**config.mk**
```make
export PLATFORM = sky130hd
export DESIGN_NAME = fft_frame_loader
export DESIGN_NICKNAME = d
export VERILOG_FILES = /design/src/rtl/fft_pkg.sv /design/src/rtl/fft_byte_packer.sv /design/src/rtl/fft_frame_loader.sv
export SDC_FILE = /design/constraint.sdc
export NUM_CORES = 1
export LEC_CHECK = 0
export ABC_AREA = 1
export CELL_PAD_IN_SITES_DETAIL_PLACEMENT = 1
export CELL_PAD_IN_SITES_GLOBAL_PLACEMENT = 1
export CORE_MARGIN = 2
export CORE_UTILIZATION = 41
export DETAILED_ROUTE_END_ITERATION = 8
export GPL_ROUTABILITY_DRIVEN = 0
export PLACE_DENSITY = 0.87
export RECOVER_POWER = 100
export SKIP_CTS_REPAIR_TIMING = 1
export SLEW_MARGIN = 20
export SYNTH_ARGS = -nofsm -noshare
export SYNTH_HDL_FRONTEND = slang
export SYNTH_SLANG_ARGS = --single-unit
```
**constraint.sdc**
```tcl
create_clock -name clk -period 2.2 [get_ports clk]
set_clock_uncertainty 0.05 [all_clocks]
set_input_delay 0.44 -clock clk [delete_from_list [all_inputs] [get_ports clk]]
set_output_delay 0.44 -clock clk [all_outputs]
set_load 0.1 [all_outputs]
```
**src/rtl/fft_pkg.sv**
```systemverilog
// rtl/fft_pkg.sv - shared defaults, state encoding and helpers for the FFT frame loader
package fft_pkg;

    localparam int DEF_BIT_WIDTH = 24;
    localparam int DEF_N         = 16;
    localparam int DEF_SIZE      = 4;
    localparam int DEF_BYTES     = DEF_BIT_WIDTH / 8;

    // Loader FSM encoding
    localparam logic [1:0] ST_IDLE      = 2'd0;
    localparam logic [1:0] ST_COLLECT   = 2'd1;
    localparam logic [1:0] ST_START     = 2'd2;
    localparam logic [1:0] ST_WAIT_DONE = 2'd3;

    // Bytes per Re or Im word on the serial link
    function automatic int bytes_for(input int bw);
        return bw / 8;
    endfunction

    // Reverse the low 'width' bits of v; bits above width come back as 0
    function automatic logic [31:0] bit_rev(input logic [31:0] v, input int width);
        logic [31:0] r;
        r = '0;
        for (int i = 0; i < width; i++) begin
            r[width-1-i] = v[i];
        end
        return r;
    endfunction

endpackage

```
**src/rtl/fft_byte_packer.sv**
```systemverilog
// rtl/fft_byte_packer.sv - assembles Re/Im sample words from a byte stream, MSB first
module fft_byte_packer
    import fft_pkg::*;
#(
    parameter int bit_width = DEF_BIT_WIDTH
) (
    input  logic                 clk,
    input  logic                 rst_n,
    input  logic                 clear,
    input  logic                 in_valid,
    input  logic [7:0]           in_byte,
    output logic [bit_width-1:0] sample_re,
    output logic [bit_width-1:0] sample_im,
    output logic                 sample_done
);

    localparam int BYTES = bytes_for(bit_width);
    localparam int NB    = 2 * BYTES;
    localparam int CW    = (NB > 1) ? $clog2(NB) : 1;

    // Only the bytes before the current one need storing; the live byte completes the word
    logic [2*bit_width-9:0] sr;
    logic [CW-1:0]          cnt;
    logic [2*bit_width-1:0] assembled;

    assign assembled   = {sr, in_byte};
    assign sample_re   = assembled[2*bit_width-1 -: bit_width];
    assign sample_im   = assembled[bit_width-1:0];
    assign sample_done = in_valid && (cnt == CW'(NB - 1));

    // Shift accepted bytes in and track position within the sample
    always_ff @(posedge clk or negedge rst_n) begin
        if (!rst_n) begin
            sr  <= '0;
            cnt <= '0;
        end else if (clear) begin
            cnt <= '0;
        end else if (in_valid) begin
            sr  <= assembled[2*bit_width-9:0];
            cnt <= sample_done ? '0 : cnt + CW'(1);
        end
    end

endmodule

```
**src/rtl/fft_frame_loader.sv**
```systemverilog
// rtl/fft_frame_loader.sv - loads N complex samples from UART bytes into an FFT (option: FFT_LOADER_TIMEOUT_EN)
module fft_frame_loader
    import fft_pkg::*;
#(
    parameter int bit_width = DEF_BIT_WIDTH,
    parameter int N         = DEF_N,
    parameter int SIZE      = DEF_SIZE,
    parameter int t_1_bit   = 5207
) (
    input  logic                 clk,
    input  logic                 rst_n,
    input  logic                 rx_valid,
    input  logic [7:0]           rx_byte,
    input  logic                 fft_done,
    output logic [bit_width-1:0] Re_o,
    output logic [bit_width-1:0] Im_o,
    output logic [SIZE-1:0]      invert_addr,
    output logic                 load_data,
    output logic                 start_flag,
    output logic                 busy,
    output logic                 overrun,
    output logic                 frame_err
);

    logic [1:0]           state;
    logic [SIZE-1:0]      idx;
    logic                 pk_valid;
    logic                 pk_clear;
    logic                 pk_done;
    logic [bit_width-1:0] pk_re;
    logic [bit_width-1:0] pk_im;
    logic                 done_now;
    logic                 timeout_hit;

    // Bytes are only accepted while a frame is being gathered
    assign pk_valid = rx_valid && ((state == ST_IDLE) || (state == ST_COLLECT));
    assign done_now = fft_done && (state == ST_WAIT_DONE);
    assign pk_clear = done_now || timeout_hit;
    assign busy     = (state != ST_IDLE);

    fft_byte_packer #(
        .bit_width (bit_width)
    ) u_packer (
        .clk         (clk),
        .rst_n       (rst_n),
        .clear       (pk_clear),
        .in_valid    (pk_valid),
        .in_byte     (rx_byte),
        .sample_re   (pk_re),
        .sample_im   (pk_im),
        .sample_done (pk_done)
    );

`ifdef FFT_LOADER_TIMEOUT_EN
    localparam int TO_LIMIT = 16 * t_1_bit;
    localparam int TW       = $clog2(TO_LIMIT + 1);

    logic [TW-1:0] to_cnt;
    logic          frame_err_q;

    // Fires once the link has been silent for more than TO_LIMIT cycles mid-frame
    assign timeout_hit = (state == ST_COLLECT) && !rx_valid && (to_cnt == TW'(TO_LIMIT));
    assign frame_err   = frame_err_q;

    // Idle-gap counter, restarted by every byte and outside COLLECT
    always_ff @(posedge clk or negedge rst_n) begin
        if (!rst_n) begin
            to_cnt      <= '0;
            frame_err_q <= 1'b0;
        end else begin
            frame_err_q <= timeout_hit;
            if ((state != ST_COLLECT) || rx_valid || timeout_hit) begin
                to_cnt <= '0;
            end else begin
                to_cnt <= to_cnt + TW'(1);
            end
        end
    end
`else
    assign timeout_hit = 1'b0;
    assign frame_err   = 1'b0;
`endif

    // Frame sequencing: present samples, then kick the FFT, then wait for it to finish
    always_ff @(posedge clk or negedge rst_n) begin
        if (!rst_n) begin
            state       <= ST_IDLE;
            idx         <= '0;
            Re_o        <= '0;
            Im_o        <= '0;
            invert_addr <= '0;
            load_data   <= 1'b0;
            start_flag  <= 1'b0;
            overrun     <= 1'b0;
        end else begin
            load_data  <= 1'b0;
            start_flag <= 1'b0;
            overrun    <= rx_valid && ((state == ST_START) || (state == ST_WAIT_DONE));
            case (state)
                ST_IDLE: begin
                    if (rx_valid) begin
                        state <= ST_COLLECT;
                    end
                end
                ST_COLLECT: begin
                    if (timeout_hit) begin
                        state <= ST_IDLE;
                        idx   <= '0;
                    end else if (pk_done) begin
                        load_data   <= 1'b1;
                        Re_o        <= pk_re;
                        Im_o        <= pk_im;
                        invert_addr <= SIZE'(bit_rev(32'(idx), SIZE));
                        if (idx == SIZE'(N - 1)) begin
                            idx   <= '0;
                            state <= ST_START;
                        end else begin
                            idx <= idx + SIZE'(1);
                        end
                    end
                end
                ST_START: begin
                    // START overlaps the last load_data cycle; start_flag lands one cycle later
                    start_flag <= 1'b1;
                    state      <= ST_WAIT_DONE;
                end
                ST_WAIT_DONE: begin
                    if (fft_done) begin
                        state <= ST_IDLE;
                        idx   <= '0;
                    end
                end
                default: begin
                    state <= ST_IDLE;
                end
            endcase
        end
    end

endmodule

```
==> impl_summary.txt <==
----------------------------------------------------
[Timing]
  Number of slew-limit violations in the final report ... 0
  Total Neg Setup Slack ... 0 ns
  Relative max-transition margin ... about a quarter
  Slew at the pin closest to its max-slew limit ... 1.142 ns
  Unrepaired setup endpoints after global routing ... false
  Share of the cycle needed by the critical path after routing ... between 90 and 100%
  Final worst path period need ... just over 2 ns
  Count of final setup violators ... 0
  Count of endpoints failing hold in the final timing report ... 0
  Highest clock rate ... just under 500 MHz

[Floorplan]
  Die area ... roughly 0.011 mm²
  Die width ... 105.5 µm
  Starting density of the core ... between 40% and 50%
  Die span in y ... about 110 µm
  Number of primary I/O pins ... between 60 and 70
  Floorplan row count ... 37
  Core box area ... between 0.01 and 0.015 mm²

[Critical path]
  Data arrival time at the worst-slack endpoint ... 2.24 ns
  Endpoint kind of the worst setup timing path ... flop
  Largest incremental delay on the critical path ... 0.43 ns
  Crit path required time ... approximately 2.4 ns
  Nature of the critical path startpoint ... flop
  Path depth of the worst reg2reg path ... 10
  Endpoint of the worst-slack reg-to-reg timing path ... Re_o[0]$_DFFE_PN0P_
  Register-to-register path setup slack ... 0.14 ns
  Critical path peak fanout ... 17
  Origin of the critical flop-to-flop path ... state[0]$_DFFE_PN0P_
  List of cells traversed by the critical path ... inv_1 > ha_1 > clkinvlp_2 > nand2_1 > nand3b_1 > inv_1 > nand2_4 > clkbuf_2 > nand2_1 > o21ai_2
  Max stage delay cell, worst path ... dfrtp_1
  Critical path start-end classification ... flop to flop

[Worst hold path]
  Endpoint of the worst hold-timing path ... invert_addr[3]$_DFFE_PN0P_
  Worst hold path type ... flop to flop
  Count of cells along the worst hold path ... 2
  Worst Min Path Start ... invert_addr[3]$_DFFE_PN0P_

[Logic synthesis]
  Mean Syn Cell Area ... slightly below 10 µm²
  Fraction of synthesized cell area taken by the top area cell type ... 61.63%
  Total nets after synthesis ... between 400 and 500
  Register area share after synthesis ... 61.63%
  Number of warning messages in the yosys log ... 0
  Flop and latch count out of synthesis ... between 100 and 150
  Gate Count Post-Synth ... ~440
  Leading area contributor after synthesis ... dfrtp_1
  Number of different library cells in the post-synthesis netlist ... 23
  Summed instance area of the synthesized netlist ... 0.004223 mm²
  Top cells by area, synth ... dfrtp_1, nand2_1, o21ai_0

[Layout]
  Growth of design area from synthesis to finish ... 14.67%
  Most frequent cells in the layout ... nand2_1, dfrtp_1, o21ai_0
  Proportion of layout cells with a drive suffix above 1 ... around 18%
  Number of nets in the final layout ... approximately 520
  Antenna Diode Count ... 0
  Most common cell after layout, fill and taps aside ... nand2_1

[Route]
  Detailed-route wire length per cell ... ~14 µm
  First-iteration detailed-routing DRC count ... about 140
  Via-to-Cell Ratio ... between 4 and 5
  Wirelength, routed ... around 9300 µm
  Detailed-routing iteration count for the pre-antenna-repair pass ... 4
  DRC violations left ... 0
  Post-route antenna net violation count ... 0
  Vias after detailed routing ... between 3000 and 4000

[Clock network]
  Deepest clock path buffer count ... 2
  Buffer type at the clock tree root ... clkbuf_8
  Clock buffers created by TritonCTS ... 9
  Clock-pin slew on the worst setup and hold paths ... roughly 0.10 ns
  Clock latency of the later-clocked register in the worst-skew pair ... 0.35 ns
  Clock tree from TritonCTS ... yes
  Clock tree sinks ... roughly 100
  H-tree depth ... 3

[Flow run]
  Number of max-cap violations ... 0

[GRT]
  Maximum number of pins on one net before global-route repair ... 44
  Via count of the first global-routing pass ... around 3300
  Antenna violations before repair ... 0
  Global router's overall resource usage ... between 15 and 20%
  Global-route wire length before repair ... roughly 16000 µm
  Gr ovfl total ... 0

[Place]
  Sum of net half-perimeters after detailed placement ... between 6000 and 7000 µm
  Count of input and output buffers ... between 60 and 70

[Run status]
  Result of the run ... finished clean

----------------------------------------------------
-- cell type report --
class                           instances  area (µm²)
Clock inverter                          6       36.28
Clock buffer                            9       123.9
Multi-Input combinational cell        259        1232
Tap cell                              136       170.2
Timing Repair Buffer                   77       480.5
Inverter                               52       196.4
Fill cell                            1208        5296
Sequential cell                       104        2603
-- cells in the mapped netlist --
| library cell | count |
|---|---|
| buf_6 | 8 |
| xnor2_1 | 2 |
| or2_2 | 1 |
| inv_1 | 51 |
| conb_1 | 1 |
| inv_2 | 1 |
| nand2_1 | 140 |
| buf_2 | 4 |
| o21ai_2 | 22 |
| dfrtp_1 | 104 |
| clkbuf_2 | 1 |
| nor2_1 | 5 |
| o21ai_0 | 44 |
| ha_1 | 8 |
| nand2_2 | 2 |
| o21a_1 | 1 |
| nand3_1 | 11 |
| a21oi_1 | 1 |
| nand4_1 | 1 |
| clkbuf_1 | 5 |
| nand3b_1 | 2 |
| buf_4 | 2 |
| o21ai_1 | 18 |
-- how the worst max path moves through the flow --
stage | startpoint | endpoint | slack, ns
6_report | state[0]$_DFFE_PN0P_ | Re_o[0]$_DFFE_PN0P_ | 0.14
5_1_grt | rst_n | Re_o[3]$_DFFE_PN0P_ | 0.01
4_1_cts | state[0]$_DFFE_PN0P_ | Re_o[21]$_DFFE_PN0P_ | 0.17
3_5_place_dp | state[0]$_DFFE_PN0P_ | Re_o[21]$_DFFE_PN0P_ | 0.22
3_3_place_gp | rx_valid | Re_o[20]$_DFFE_PN0P_ | 0.31
2_1_floorplan | state[0]$_DFFE_PN0P_ | Im_o[11]$_DFFE_PN0P_ | 0.05
-- critical path: cells and delay by family (launching register included) --
kind                     cells  cell delay [ns]
adder cells (fa/ha/maj)      1             0.20
AO/OA/AOI/OAI                1             0.06
AND/OR/NAND/NOR              4             0.51
buffers and inverters        4             0.70
flip-flops                   1             0.43
-- routing by layer --
metal / wire [µm] / global-route usage (%) / up-vias
met5: 0 / 0 / -
met4: 138 / 6.095 / 0
met3: 352 / 3.463 / 13
met2: 4595 / 29.72 / 62
met1: 4182 / 22.93 / 1515
li1: - / - / 1487
-- registers in the layout, indices dropped and copies added (netlist names), 2 cells and up --
register	count
Re_o	24
state	2
Im_o	24
u_packer.cnt	3
u_packer.sr	40
invert_addr	4
idx	4
-- stage by stage --
stage | util, % | instances | cell area, µm² | hold WS [ns] | setup slack, ns
4_1_cts | 50.14 | 642 | 5084 | -0.09847 | 0.1659
3_3_place_gp | 48.56 | 627 | 4923 | 0.2891 | 0.3073
3_5_place_dp | 48.56 | 627 | 4923 | 0.2948 | 0.2196
5_1_grt | 47.76 | 643 | 4842 | 0.4651 | 0.009538
2_1_floorplan | - | 435 | 4227 | 0.09441 | 0.05087
6_report | 47.76 | 643 | 4842 | 0.4393 | 0.1419
-- cell families (layout without fill, tap and decap cells) --
kind of cell,count (synthesis),in the layout,share of synthesized area [%]
other,1,1,0.08880
buffers and inverters,72,144,8.148
adders and majority gates,8,8,2.370
AOI/OAI and AO/OA,86,86,12.21
and+or+nand+nor,162,162,15.14
DFF,104,104,61.63
xor gates and xnor gates,2,2,0.4149
Power is not shown: default switching activity piles up to over one toggle a cycle in this logic, so the estimate is an artifact.
